### src/rtl/multicycle_controller_if.sv
// Control bundle between the multicycle MIPS controller and its datapath.
// The master modport is the controller; the slave modport is the datapath/memory side.
interface multicycle_controller_if #(
    parameter int CNT_W = 32
);
    logic [5:0]       op;
    logic             mem_ready;
    logic             mem_req;
    logic             i_or_d;
    logic             mem_write;
    logic             ir_write;
    logic             pc_write;
    logic             branch;
    logic [1:0]       pc_src;
    logic             alu_src_a;
    logic [1:0]       alu_src_b;
    logic [1:0]       alu_op;
    logic             reg_dst;
    logic             mem_to_reg;
    logic             reg_write;
    logic             instr_done;
    logic             illegal_op;
    logic [CNT_W-1:0] retire_count;
    logic [3:0]       state;

    modport master (
        input  op, mem_ready,
        output mem_req, i_or_d, mem_write, ir_write, pc_write, branch, pc_src,
               alu_src_a, alu_src_b, alu_op, reg_dst, mem_to_reg, reg_write,
               instr_done, illegal_op, retire_count, state
    );

    modport slave (
        output op, mem_ready,
        input  mem_req, i_or_d, mem_write, ir_write, pc_write, branch, pc_src,
               alu_src_a, alu_src_b, alu_op, reg_dst, mem_to_reg, reg_write,
               instr_done, illegal_op, retire_count, state
    );
endinterface

### src/rtl/multicycle_controller.sv
// Moore controller sequencing a multicycle MIPS datapath (R-type, lw, sw, beq, addi, j)
// with a request/ready memory handshake and a retired-instruction counter.
//
// state       | meaning
// RESET   (0) | idle after reset, all outputs low
// FETCH   (1) | read instruction at PC, PC+4; waits for mem_ready
// DECODE  (2) | decode opcode, precompute branch target
// MEMADR  (3) | compute load/store address
// MEMRD   (4) | data read; waits for mem_ready
// MEMWB   (5) | write loaded data to rt
// MEMWR   (6) | data write; waits for mem_ready
// EXECUTE (7) | R-type ALU operation
// ALUWB   (8) | write ALU result to rd
// BRANCH  (9) | compare and conditionally take branch
// ADDIEX (10) | A + immediate
// ADDIWB (11) | write addi result to rt
// JUMP   (12) | load jump target into PC
module multicycle_controller #(
    parameter int CNT_W = 32
) (
    input  logic                    clk,
    input  logic                    rst_n,
    multicycle_controller_if.master bus
);

    localparam logic [5:0] OP_RTYPE = 6'b000000;
    localparam logic [5:0] OP_J     = 6'b000010;
    localparam logic [5:0] OP_BEQ   = 6'b000100;
    localparam logic [5:0] OP_ADDI  = 6'b001000;
    localparam logic [5:0] OP_LW    = 6'b100011;
    localparam logic [5:0] OP_SW    = 6'b101011;

    typedef enum logic [3:0] {
        S_RESET   = 4'd0,
        S_FETCH   = 4'd1,
        S_DECODE  = 4'd2,
        S_MEMADR  = 4'd3,
        S_MEMRD   = 4'd4,
        S_MEMWB   = 4'd5,
        S_MEMWR   = 4'd6,
        S_EXECUTE = 4'd7,
        S_ALUWB   = 4'd8,
        S_BRANCH  = 4'd9,
        S_ADDIEX  = 4'd10,
        S_ADDIWB  = 4'd11,
        S_JUMP    = 4'd12
    } state_t;

    state_t           st;
    logic [CNT_W-1:0] cnt;
    logic             done;

    always_ff @(posedge clk or negedge rst_n) begin
        if (!rst_n) begin
            st  <= S_RESET;
            cnt <= '0;
        end else begin
            if (done)
                cnt <= cnt + CNT_W'(1);
            case (st)
                S_RESET:   st <= S_FETCH;
                S_FETCH:   if (bus.mem_ready) st <= S_DECODE;
                S_DECODE: begin
                    case (bus.op)
                        OP_LW, OP_SW: st <= S_MEMADR;
                        OP_RTYPE:     st <= S_EXECUTE;
                        OP_BEQ:       st <= S_BRANCH;
                        OP_ADDI:      st <= S_ADDIEX;
                        OP_J:         st <= S_JUMP;
                        default:      st <= S_FETCH;
                    endcase
                end
                // IR is stable for the whole instruction, so op still identifies lw vs sw here
                S_MEMADR:  st <= (bus.op == OP_LW) ? S_MEMRD : S_MEMWR;
                S_MEMRD:   if (bus.mem_ready) st <= S_MEMWB;
                S_MEMWB:   st <= S_FETCH;
                S_MEMWR:   if (bus.mem_ready) st <= S_FETCH;
                S_EXECUTE: st <= S_ALUWB;
                S_ALUWB:   st <= S_FETCH;
                S_BRANCH:  st <= S_FETCH;
                S_ADDIEX:  st <= S_ADDIWB;
                S_ADDIWB:  st <= S_FETCH;
                S_JUMP:    st <= S_FETCH;
                default:   st <= S_FETCH;
            endcase
        end
    end

    always_comb begin
        bus.mem_req    = 1'b0;
        bus.i_or_d     = 1'b0;
        bus.mem_write  = 1'b0;
        bus.ir_write   = 1'b0;
        bus.pc_write   = 1'b0;
        bus.branch     = 1'b0;
        bus.pc_src     = 2'b00;
        bus.alu_src_a  = 1'b0;
        bus.alu_src_b  = 2'b00;
        bus.alu_op     = 2'b00;
        bus.reg_dst    = 1'b0;
        bus.mem_to_reg = 1'b0;
        bus.reg_write  = 1'b0;
        done           = 1'b0;
        bus.illegal_op = 1'b0;
        case (st)
            S_FETCH: begin
                bus.mem_req   = 1'b1;
                bus.alu_src_b = 2'b01;
                bus.ir_write  = bus.mem_ready;
                bus.pc_write  = bus.mem_ready;
            end
            S_DECODE: begin
                bus.alu_src_b  = 2'b11;
                bus.illegal_op = !(bus.op inside {OP_LW, OP_SW, OP_RTYPE, OP_BEQ, OP_ADDI, OP_J});
            end
            S_MEMADR: begin
                bus.alu_src_a = 1'b1;
                bus.alu_src_b = 2'b10;
            end
            S_MEMRD: begin
                bus.mem_req = 1'b1;
                bus.i_or_d  = 1'b1;
            end
            S_MEMWB: begin
                bus.reg_write  = 1'b1;
                bus.mem_to_reg = 1'b1;
                done           = 1'b1;
            end
            S_MEMWR: begin
                bus.mem_req   = 1'b1;
                bus.i_or_d    = 1'b1;
                bus.mem_write = 1'b1;
                done          = bus.mem_ready;
            end
            S_EXECUTE: begin
                bus.alu_src_a = 1'b1;
                bus.alu_op    = 2'b10;
            end
            S_ALUWB: begin
                bus.reg_write = 1'b1;
                bus.reg_dst   = 1'b1;
                done          = 1'b1;
            end
            S_BRANCH: begin
                bus.alu_src_a = 1'b1;
                bus.alu_op    = 2'b01;
                bus.pc_src    = 2'b01;
                bus.branch    = 1'b1;
                done          = 1'b1;
            end
            S_ADDIEX: begin
                bus.alu_src_a = 1'b1;
                bus.alu_src_b = 2'b10;
            end
            S_ADDIWB: begin
                bus.reg_write = 1'b1;
                done          = 1'b1;
            end
            S_JUMP: begin
                bus.pc_src   = 2'b10;
                bus.pc_write = 1'b1;
                done         = 1'b1;
            end
            default: ;
        endcase
    end

    assign bus.instr_done   = done;
    assign bus.retire_count = cnt;
    assign bus.state        = st;

endmodule

### src/flat_wrapper.sv
// flat-port wrapper written by rule: the top's interface ports become plain ports
module multicycle_controller_flat 
#(
    parameter int CNT_W = 32
)
  (clk, rst_n, bus_op, bus_mem_ready, bus_mem_req, bus_i_or_d, bus_mem_write, bus_ir_write, bus_pc_write, bus_branch, bus_pc_src, bus_alu_src_a, bus_alu_src_b, bus_alu_op, bus_reg_dst, bus_mem_to_reg, bus_reg_write, bus_instr_done, bus_illegal_op, bus_retire_count, bus_state);
  multicycle_controller_if #(.CNT_W(CNT_W)) bus_i ();
  input  logic clk;
  input  logic rst_n;
  input wire logic [$bits(bus_i.op)-1:0] bus_op;
  input wire logic [$bits(bus_i.mem_ready)-1:0] bus_mem_ready;
  output wire logic [$bits(bus_i.mem_req)-1:0] bus_mem_req;
  output wire logic [$bits(bus_i.i_or_d)-1:0] bus_i_or_d;
  output wire logic [$bits(bus_i.mem_write)-1:0] bus_mem_write;
  output wire logic [$bits(bus_i.ir_write)-1:0] bus_ir_write;
  output wire logic [$bits(bus_i.pc_write)-1:0] bus_pc_write;
  output wire logic [$bits(bus_i.branch)-1:0] bus_branch;
  output wire logic [$bits(bus_i.pc_src)-1:0] bus_pc_src;
  output wire logic [$bits(bus_i.alu_src_a)-1:0] bus_alu_src_a;
  output wire logic [$bits(bus_i.alu_src_b)-1:0] bus_alu_src_b;
  output wire logic [$bits(bus_i.alu_op)-1:0] bus_alu_op;
  output wire logic [$bits(bus_i.reg_dst)-1:0] bus_reg_dst;
  output wire logic [$bits(bus_i.mem_to_reg)-1:0] bus_mem_to_reg;
  output wire logic [$bits(bus_i.reg_write)-1:0] bus_reg_write;
  output wire logic [$bits(bus_i.instr_done)-1:0] bus_instr_done;
  output wire logic [$bits(bus_i.illegal_op)-1:0] bus_illegal_op;
  output wire logic [$bits(bus_i.retire_count)-1:0] bus_retire_count;
  output wire logic [$bits(bus_i.state)-1:0] bus_state;
  assign bus_i.op = bus_op;
  assign bus_i.mem_ready = bus_mem_ready;
  assign bus_mem_req = bus_i.mem_req;
  assign bus_i_or_d = bus_i.i_or_d;
  assign bus_mem_write = bus_i.mem_write;
  assign bus_ir_write = bus_i.ir_write;
  assign bus_pc_write = bus_i.pc_write;
  assign bus_branch = bus_i.branch;
  assign bus_pc_src = bus_i.pc_src;
  assign bus_alu_src_a = bus_i.alu_src_a;
  assign bus_alu_src_b = bus_i.alu_src_b;
  assign bus_alu_op = bus_i.alu_op;
  assign bus_reg_dst = bus_i.reg_dst;
  assign bus_mem_to_reg = bus_i.mem_to_reg;
  assign bus_reg_write = bus_i.reg_write;
  assign bus_instr_done = bus_i.instr_done;
  assign bus_illegal_op = bus_i.illegal_op;
  assign bus_retire_count = bus_i.retire_count;
  assign bus_state = bus_i.state;
  multicycle_controller #(.CNT_W(CNT_W)) u_core (.clk(clk), .rst_n(rst_n), .bus(bus_i));
endmodule
### config.mk
export PLATFORM = sky130hd
export DESIGN_NAME = multicycle_controller_flat
export DESIGN_NICKNAME = d
export VERILOG_FILES = /design/src/rtl/multicycle_controller_if.sv /design/src/rtl/multicycle_controller.sv /design/src/flat_wrapper.sv
export SDC_FILE = /design/constraint.sdc
export NUM_CORES = 1
export LEC_CHECK = 0
export BUFFER_PORTS_ARGS = -buffer_cell sky130_fd_sc_hd__buf_2
export CAP_MARGIN = 20
export CORE_AREA = 2 2 66 68
export CTS_CLUSTER_SIZE = 14
export DETAILED_ROUTE_END_ITERATION = 16
export DIE_AREA = 0 0 68 70
export GPL_TIMING_DRIVEN = 0
export HOLD_SLACK_MARGIN = 0.15
export PLACE_DENSITY = 0.77
export SYNTH_ARGS = -nofsm -noshare
export SYNTH_HDL_FRONTEND = slang
export SYNTH_SLANG_ARGS = --single-unit
### constraint.sdc
create_clock -name clk -period 2.5 [get_ports clk]
set_input_delay 0 -clock clk [delete_from_list [all_inputs] [get_ports clk]]
set_output_delay 0 -clock clk [all_outputs]
set_load 0.05 [all_outputs]
==> impl_metrics.yaml, run 1 <==
status:
  status: "finished clean"
place:
  place_area_mm2: 0.00234
  gp_congestion: 0.770
  dp_slack_ns: 0.406
  dpl.hpwl_um: 3170
  port-buffer-count: 62
sta:
  clock_skew_ns: 0.00877
  period_minus_slack_ns: 2.14
  rsz0062_at_grt: "no"
  hold_viol_final: 0
  setup_viol: 0
  clock.fmax_mhz: 468
  slew_headroom_pct: 48.8
  worst_slack_ns: 0.363
  worstMarginPinSlew_ns: 0.768
  setup_tns_ns: 0
  period_share_pct: 85.5
  finalMaxSlewViolations: 0
  whs_ns: 0.212
worst_setup_path:
  path_buf_inv: 1
  crit_fanout: 10
  worstPathCellList: "buf_2, nand3b_1, a21o_1, a211oi_2, nand4_1, xnor2_1"
  critPathRequiredTime_ns: 2.68
  critical_path_arrival_ns: 2.31
  regToRegSetupSlack_ns: 0.36
  cp_top_family: "compound AO/OA/AOI/OAI gates"
  r2r-start: "u_core.bus.state[3]"
  reg2reg_depth: 6
  slowest_delay_ns: 0.61
  worst_setup_path_start_kind: "register"
  crit_path_end_kind: "register"
  crit_type: "register to register"
  r2r-end: "u_core.bus.retire_count[23]"
  critical-path-slowest-cell: "a211oi_2"
floorplanning:
  fp.dieW_um: 68
  num_io_pins: 63
  start_util_pct: 47.2
  rows: 24
  dieArea_mm2: 0.00476
  die_h_um: 70
  core_area_mm2: 0.00414
yosys:
  synthTopCellsByArea: "dfrtp_1 46%, xnor2_1 11%, xor2_1 4.5%"
  async_flop_share_pct: 100
  yosysSeqAreaShare_pct: 46.1
  yosysTopAreaCell: "dfrtp_1"
  synth_cells: 205
  netlist_area_mm2: 0.00196
  synth_edf_count: 0
  synth_commonest_cells: "36 x dfrtp_1, 24 x xnor2_1, 20 x nor2_1"
  synth.top_cell.area_share_pct: 46.1
  avgSynthCellArea_um2: 9.54
  ys_types: 37
  ys_warn_count: 0
  synth-main-ff-cell: "dfrtp_1"
  yosysMostFrequentCell: "dfrtp_1"
  ys_ff_latch: 36
  syn-num-nets: 215
pwr:
  vdd_drop_max_mv: 0.425
  powerDensity_mw_per_mm2: 944
  leakage_nw: 1.16
global_route:
  grt_pass1_wl_um: 7040
  grt_usage_pct: 19.5
  grt_pass1_vias: 1585
  grt_max_degree: 37
  grt_overflow: 0
  antenna_found_initial: 0
min_path:
  hold_path_startpoint: "bus_op[2]"
  hold-path-cell-count: 4
  hold_class: "primary input to register"
  hold_end: "u_core.bus.state[0]"
clocking:
  cts_tree: "yes"
  clk_latency_ns: 0.28
  numCtsBuffers: 5
  clk_path_buf_depth: 2
  clockRootBuffer: "clkbuf_8"
  cts_sinks: 36
  clk_pin_slew_ns: 0.07
  h-tree-depth: 2
drt:
  drt-pass1-iter-count: 4
  vias: 1746
  avgViaCountPerCell: 5.31
  post-route-drc-count: 0
  wl_per_cell_um: 13.1
  drt_iter0_markers: 57
  routed_wl_um: 4310
  antenna_left: 0
finish:
  fill_cells: 380
  finish.instance_area_mm2: 0.00245
  final_nets: 286
  area_delta_synth_final_pct: 25.3
  drive_above_1_share_pct: 29.2
  n_antenna_cell: 0
flow_run:
  cap_viol_max_count: 0
tightest hold or removal path: stages:
cell and delay [ns]:
buf_2 0.14, nor3_1 0.07, o21ai_0 0.15, a21o_1 0.11
state kept, by name (all words and copies together) (netlist names):
name and count:
u_core.bus.state 4, u_core.bus.retire_count 32
kinds of logic (layout without fill, tap and decap cells):
logic type      Yosys count  in the layout  share of synthesized area [%]
mux                       1              1                          0.576
simple gates             94             94                           25.7
flops                    36             36                           46.1
fa+ha+maj                 1              1                          0.640
buf+inv                  14             86                           3.26
compound gates           25             25                           8.57
xor+xnor                 34             34                           15.2
layout by cell type (no fill, tap or decap), drive strengths merged:
| cell type | n |
|---|---|
| nand4 | 13 |
| nand3b | 1 |
| o22ai | 2 |
| and2 | 2 |
| nand3 | 13 |
| o21a | 1 |
| nand2b | 3 |
| nor2 | 20 |
| dlygate4sd3 | 2 |
| a21oi | 8 |
| or2 | 1 |
| clkinvlp | 1 |
| nor4b | 1 |
| nand2 | 16 |
| nor2b | 2 |
| nor3 | 8 |
| inv | 6 |
| a211o | 2 |
| a21o | 2 |
| a32oi | 1 |
| and4 | 3 |
| a32o | 1 |
| o211ai | 1 |
| ha | 1 |
| mux2 | 1 |
| buf | 67 |
| a211oi | 1 |
| clkbuf | 10 |
| and4bb | 1 |
| and3 | 9 |
| a21boi | 1 |
| dfrtp | 36 |
| xor2 | 10 |
| o221ai | 1 |
| xnor2 | 24 |
| nor3b | 1 |
| o21ai | 4 |
worst max path at each step:
stage / start / depth (start not counted) / endpoint / slack, ns
6_report: u_core.bus.state[3] / 6 / u_core.bus.retire_count[23] / 0.36
5_1_grt: u_core.bus.state[3] / 6 / u_core.bus.retire_count[23] / 0.19
4_1_cts: u_core.bus.state[3] / 6 / u_core.bus.retire_count[23] / 0.37
3_5_place_dp: u_core.bus.state[3] / 6 / u_core.bus.retire_count[31] / 0.41
3_3_place_gp: u_core.bus.state[3] / 7 / u_core.bus.retire_count[30] / 0.44
2_1_floorplan: u_core.bus.state[0] / 4 / u_core.bus.retire_count[1] / 0.11
per-layer routing:
metal	track usage [%]	wire length, um
met1	24.7	1870
met2	31.7	2100
met3	4.03	280
met4	8.44	57
met5	0	0
layout make-up:
cell class,instances,area (um2),share of cell area [%]
multi-input combinational,155,996,40.7
sequential,36,901,36.8
timing repair buffer,64,330,13.5
clock buffer,7,86.3,3.52
tap,52,65.1,2.66
buffer,8,41.3,1.69
inverter,6,22.5,0.919
clock inverter,1,7.51,0.306
stage by stage:
step	instances	utilization (%)	power [mW]
6_report	329	59.1	2.31
5_1_grt	329	59.1	2.43
4_1_cts	329	59.1	2.32
3_5_place_dp	319	56.4	1.90
3_3_place_gp	319	56.4	1.89
2_1_floorplan	205	-	1.64
repair_timing:
action	in CTS	in global routing
endpoints found under the hold margin	38	0
hold buffers	2	0
gates resized for setup	0	0
setup endpoints to repair	0	0
setup buffers	0	0
power breakdown:
group,leakage (nW),internal [mW],switching (mW)
Clock,0.0445,0.224,0.200
Combinational,0.654,0.290,0.861
Sequential,0.464,0.644,0.0936
Total,1.16,1.16,1.16
No activity file was read; power rests on OpenSTA's default activity.
==> inputs of run 2 (changes only) <==
--- a/config.mk
+++ b/config.mk
@@ -5,15 +5,16 @@
 export SDC_FILE = /design/constraint.sdc
 export NUM_CORES = 1
 export LEC_CHECK = 0
+export ABC_AREA = 1
 export BUFFER_PORTS_ARGS = -buffer_cell sky130_fd_sc_hd__buf_2
 export CAP_MARGIN = 20
-export CORE_AREA = 2 2 66 68
+export CORE_AREA = 2 2 74 76
 export CTS_CLUSTER_SIZE = 14
 export DETAILED_ROUTE_END_ITERATION = 16
-export DIE_AREA = 0 0 68 70
+export DIE_AREA = 0 0 76 78
 export GPL_TIMING_DRIVEN = 0
 export HOLD_SLACK_MARGIN = 0.15
-export PLACE_DENSITY = 0.77
+export PLACE_DENSITY = 0.79
 export SYNTH_ARGS = -nofsm -noshare
 export SYNTH_HDL_FRONTEND = slang
 export SYNTH_SLANG_ARGS = --single-unit
==> impl_metrics.yaml, run 2 <==
status:
  status: "finished clean"
finish:
  layout_common_cells: "196 x nand2_1, 77 x nor2_1, 62 x buf_2"
  seqCellArea_um2: 901
  largest_reg_flops: 32
  finish.instance_area_mm2: 0.00328
  final_nets: 530
  area_delta_synth_final_pct: 21.3
  drive_above_1_share_pct: 19.4
  fin_util_pct: 65.1
  layout_commonest_cell: "nand2_1"
  stdcell_count: 591
  n_antenna_cell: 0
  multi_input_area_mm2: 0.00153
  fill_cells: 474
sta:
  worst_slack_ns: 0.601
  clock.fmax_mhz: 527
  slew_headroom_pct: 44.4
  hold_viol_final: 0
  setup_viol: 0
  whs_ns: 0.155
  rsz0062_at_grt: "no"
  setup_tns_ns: 0
  period_share_pct: 76.0
  clock_skew_ns: 0.0106
  finalMaxSlewViolations: 0
  worstMarginPinSlew_ns: 0.835
  period_minus_slack_ns: 1.90
yosys:
  synthTopCellsByArea: "dfrtp_1 33%, nand2_1 27%, nor2_1 11%"
  netlist_area_mm2: 0.00271
  ys_warn_count: 0
  syn-num-nets: 454
  yosysTopAreaCell: "dfrtp_1"
  synth_cells: 444
  yosysMostFrequentCell: "nand2_1"
  ys_ff_latch: 36
  synth_edf_count: 0
  synthSimpleGateAreaFrac_pct: 48.1
  synth_fa_ha_area_share_pct: 0.462
  ys_types: 27
  synth-main-ff-cell: "dfrtp_1"
  avgSynthCellArea_um2: 6.10
  synth-xor-area-share_pct: 4.16
  synth_commonest_cells: "196 x nand2_1, 77 x nor2_1, 39 x inv_1"
  synth.top_cell.area_share_pct: 33.3
  yosysSeqAreaShare_pct: 33.3
  post_synth_mux_area_share_pct: 0
  async_flop_share_pct: 100
  synth_top_family_by_area: "simple AND/OR/NAND/NOR gates"
  synth_compound_area_share_pct: 3.93
clocking:
  cts_tree: "yes"
  clk_pin_slew_ns: 0.07
  cts_sinks: 36
  numCtsBuffers: 5
  cts_setup_buffers: 0
  h-tree-depth: 2
  clk_path_buf_depth: 2
  clockRootBuffer: "clkbuf_8"
  clk_latency_ns: 0.30
worst_setup_path:
  reg2reg_depth: 11
  r2r-start: "u_core.bus.state[0]"
  regToRegSetupSlack_ns: 0.60
  critPathRequiredTime_ns: 2.74
  crit_type: "register to register"
  critPathLaunch: "u_core.bus.state[0]"
  r2r-end: "u_core.bus.state[1]"
  crit_fanout: 8
  crit_path_end_kind: "register"
  critical_path_arrival_ns: 2.14
  slowest_delay_ns: 0.54
  cp-endpoint: "u_core.bus.state[1]"
  critical-path-slowest-cell: "dlygate4sd3_1"
  cp_common_cell: "nand2_1"
  worst_setup_path_start_kind: "register"
  worstPathCellList: "buf_4, inv_2, nand2_2, nor2_1, inv_1, nor2_1, nand2_1, nand3_1, nand2_1, nand2_1, dlygate4sd3_1"
floorplanning:
  core_area_mm2: 0.00504
  start_util_pct: 53.7
  dieArea_mm2: 0.00593
  num_io_pins: 63
  rows: 26
  fp.dieW_um: 76
  die_h_um: 78
pwr:
  vdd_drop_max_mv: 0.966
  total_power_mw: 2.79
  leakage_nw: 1.79
  powerDensity_mw_per_mm2: 850
place:
  place_area_mm2: 0.00311
  dp_slack_ns: 0.813
  dpl.hpwl_um: 5790
  gp_congestion: 0.978
  port-buffer-count: 62
  dp_cells: 576
global_route:
  grt_overflow: 0
  grt_pass1_wl_um: 12600
  grt_pass1_vias: 2663
  grt_max_degree: 37
  antenna_found_initial: 0
  grt_usage_pct: 26.7
drt:
  drt_iter0_markers: 146
  antenna_left: 0
  vias: 2922
  wl_per_cell_um: 12.7
  post-route-drc-count: 0
  drt-pass1-iter-count: 4
  avgViaCountPerCell: 4.94
  routed_wl_um: 7500
min_path:
  hold_class: "primary input to register"
  hold-path-cell-count: 4
  hold_path_startpoint: "bus_op[4]"
flow_run:
  cap_viol_max_count: 0
run 2: routing by layer:
| layer | vias to the layer above | global-route usage, % | part of all wire [%] |
|---|---|---|---|
| met1 | 1321 | 35.5 | 46 |
| li1 | 1506 | - | - |
| met2 | 85 | 44.7 | 47 |
| met3 | 10 | 4.30 | 5.1 |
| met5 | - | 0 | 0 |
| met4 | 0 | 8.91 | 1.6 |
run 2: repair_timing:
action | in CTS | in global routing
endpoints found under the setup margin | 0 | 0
resized for setup | 0 | 0
hold endpoints to repair | 40 | 0
hold buffers | 7 | 0
run 2: report_power, final:
group	switching [mW]	internal, mW	leakage (nW)	total [mW]
Combinational	1.11	0.416	1.24	1.52
Clock	0.225	0.296	0.0552	0.521
Sequential	0.102	0.645	0.492	0.747
run 2: logic make-up (layout without fill, tap and decap cells):
group,Yosys count,after routing
adders and majority gates,1,1
xor gates and xnor gates,12,12
DFF,36,36
AOI/OAI and AO/OA,20,20
and+or+nand+nor,319,319
buffers and inverters,56,133
run 2: layout make-up:
class	instances	area share, %
inverter	47	5.53
clock inverter	2	1.07
timing repair buffer	69	11.6
buffer	9	2.78
sequential	36	27.4
multi-input combinational	352	46.7
tap	70	2.67
clock buffer	6	2.21
run 2: worst min path at each step:
| stage | end | slack (ns) |
|---|---|---|
| finish | u_core.bus.state[2] | 0.15 |
| global route | u_core.bus.state[2] | 0.21 |
| CTS | u_core.bus.state[2] | 0.16 |
| detailed placement | u_core.bus.retire_count[4] | 0.15 |
| global placement | u_core.bus.retire_count[18] | 0.14 |
| floorplan | u_core.bus.retire_count[0] | -0.30 |
run 2: critical path: cells and delay by family, from the launching register on:
kind / cells / cell delay [ns]
buffers and inverters: 4 / 0.84
and+or+nand+nor: 7 / 0.60
DFF: 1 / 0.39
==> inputs of run 3 (changes only) <==
--- a/config.mk
+++ b/config.mk
@@ -5,16 +5,16 @@
 export SDC_FILE = /design/constraint.sdc
 export NUM_CORES = 1
 export LEC_CHECK = 0
-export ABC_AREA = 1
+export ABC_AREA = 0
 export BUFFER_PORTS_ARGS = -buffer_cell sky130_fd_sc_hd__buf_2
 export CAP_MARGIN = 20
-export CORE_AREA = 2 2 74 76
+export CORE_AREA = 2 2 66 68
 export CTS_CLUSTER_SIZE = 14
 export DETAILED_ROUTE_END_ITERATION = 16
-export DIE_AREA = 0 0 76 78
+export DIE_AREA = 0 0 68 70
 export GPL_TIMING_DRIVEN = 0
 export HOLD_SLACK_MARGIN = 0.15
-export PLACE_DENSITY = 0.79
+export PLACE_DENSITY = 0.77
 export SYNTH_ARGS = -nofsm -noshare
 export SYNTH_HDL_FRONTEND = slang
 export SYNTH_SLANG_ARGS = --single-unit
==> constraint.sdc (replaced) <==
create_clock -name clk -period 1.9 [get_ports clk]
set_input_delay 0 -clock clk [delete_from_list [all_inputs] [get_ports clk]]
set_output_delay 0 -clock clk [all_outputs]
set_load 0.05 [all_outputs]
==> impl_metrics.yaml, run 3 (synthesis gave the netlist of run 1 again) <==
finish:
  drive_above_1_share_pct: 37.9
  largest_reg_flops: 32
  fill_cells: 348
  n_antenna_cell: 0
  final_nets: 292
  layout_common_cells: "62 x buf_2, 32 x dfrtp_1, 24 x xnor2_1"
  finish.instance_area_mm2: 0.00263
  area_delta_synth_final_pct: 34.4
  layout_commonest_cell: "buf_2"
sta:
  rsz0062_at_grt: "yes"
  hold_viol_final: 0
  slew_headroom_pct: 47.5
  period_minus_slack_ns: 1.94
  clock_skew_ns: 0.00571
  period_share_pct: 102
  worstMarginPinSlew_ns: 0.787
  clock.fmax_mhz: 515
  finalMaxSlewViolations: 0
  worst_slack_ns: -0.0417
  setup_viol: 5
drt:
  routed_wl_um: 4780
  post-route-drc-count: 0
  vias: 1760
  wl_per_cell_um: 14.3
  drt-pass1-iter-count: 4
  avgViaCountPerCell: 5.27
  drt_iter0_markers: 115
  antenna_left: 0
floorplanning:
  start_util_pct: 47.2
  num_io_pins: 63
  fp.dieW_um: 68
  dieArea_mm2: 0.00476
  rows: 24
  core_area_mm2: 0.00414
  die_h_um: 70
flow_run:
  cap_viol_max_count: 0
worst_setup_path:
  crit_fanout: 5
  worst_setup_path_start_kind: "register"
  crit_type: "register to register"
  regToRegSetupSlack_ns: -0.04
  critPathRequiredTime_ns: 2.11
  critical_path_arrival_ns: 2.15
  crit_path_end_kind: "register"
clocking:
  clk_pin_slew_ns: 0.07
  clk_path_buf_depth: 2
  numCtsBuffers: 5
  clk_latency_ns: 0.29
  h-tree-depth: 2
  cts_sinks: 36
  clockRootBuffer: "clkbuf_8"
  cts_tree: "yes"
global_route:
  grt_usage_pct: 21.8
  grt_pass1_vias: 1673
  antenna_found_initial: 0
  grt_pass1_wl_um: 7940
  grt_overflow: 0
  grt_max_degree: 37
status:
  violations: "setup timing"
  status: "finished, violations left"
min_path:
  hold_class: "primary input to register"
pwr:
  powerDensity_mw_per_mm2: 1230
  leakage_nw: 1.25
  total_power_mw: 3.22
  vdd_drop_max_mv: 0.646
place:
  place_area_mm2: 0.00240
  gp_congestion: 0.782
  port-buffer-count: 62
  dpl.hpwl_um: 3290
## run 3: cell types whose count changed in the layout (fill, tap and decap cells not counted), sizes merged, moves of 3 or more
cell | before | now
o21ai | 17 | 4
a21oi | 1 | 8
clkbuf | 6 | 11
nand4 | 2 | 13
nand3 | 25 | 13
nor2 | 84 | 20
and4 | 0 | 3
and3 | 0 | 9
nand2b | 0 | 3
dlygate4sd3 | 7 | 2
nor3 | 4 | 8
inv | 47 | 6
xnor2 | 1 | 24
nand2 | 202 | 16
## run 3: routing by layer
metal	GRT usage, %	vias up	share of wire, %
met4	4.89	0	0.56
met5	0	-	0
met3	5.96	2	5.6
met2	33.2	49	49
li1	-	868	-
met1	30.8	841	45
## run 3: worst max-delay path, stage by stage, from the launching register on
cell	delay, ns
dfrtp_2	0.43
buf_6	0.13
nand3b_1	0.21
a21o_4	0.29
a211o_4	0.37
nor4b_4	0.27
xor2_1	0.17
## run 3: layout make-up
type,instances,area (um2),share of cell area [%]
clock buffer,7,96.3,3.66
buffer,8,55.1,2.09
sequential,36,906,34.5
multi-input combinational,155,1110,42.1
timing repair buffer,70,378,14.4
tap,52,65.1,2.48
inverter,6,22.5,0.857
## run 3: worst paths after layout
check | startpoint | to | cells past startpoint
worst min-delay path | bus_op[2] | u_core.bus.state[0] | 4
min in group asynchronous | rst_n | u_core.bus.retire_count[29] | 2
worst max-delay path | u_core.bus.state[3] | u_core.bus.retire_count[25] | 6
worst min register to register | u_core.bus.retire_count[31] | u_core.bus.retire_count[31] | 1
max in group asynchronous | rst_n | u_core.bus.state[3] | 2
worst max register to register | u_core.bus.state[3] | u_core.bus.retire_count[25] | 6
## run 3: what timing repair did
action / 4_1_cts / 5_1_grt
hold buffers: 2 / 0
buffers inserted: 2 / 4
pin swaps: 1 / 3
hold endpoints to repair: 37 / 0
setup endpoints to repair: 21 / 24
resized for setup: 7 / 7
## run 3: report_power, final
part | total [mW] | switching, mW | internal (mW)
Combinational | 1.65 | 1.20 | 0.455
Clock | 0.582 | 0.259 | 0.323
Sequential | 0.990 | 0.136 | 0.854
Total | 3.22 | 1.59 | 1.63
## run 3: through the flow
| stage | std cells | utilization (%) | setup slack [ns] | TNS (ns) | hold WS [ns] |
|---|---|---|---|---|---|
| final | 334 | 63.4 | -0.0417 | -0.0954 | 0.189 |
| after global routing | 334 | 63.4 | -0.109 | -0.886 | 0.213 |
| after CTS | 330 | 61.9 | -0.0772 | -0.131 | 0.189 |
| after detailed placement | 319 | 57.8 | -0.130 | -1.35 | 0.131 |
| after global placement | 319 | 57.8 | -0.0960 | -0.922 | 0.122 |
| after floorplan | 205 | - | -0.136 | -1.29 | -0.296 |
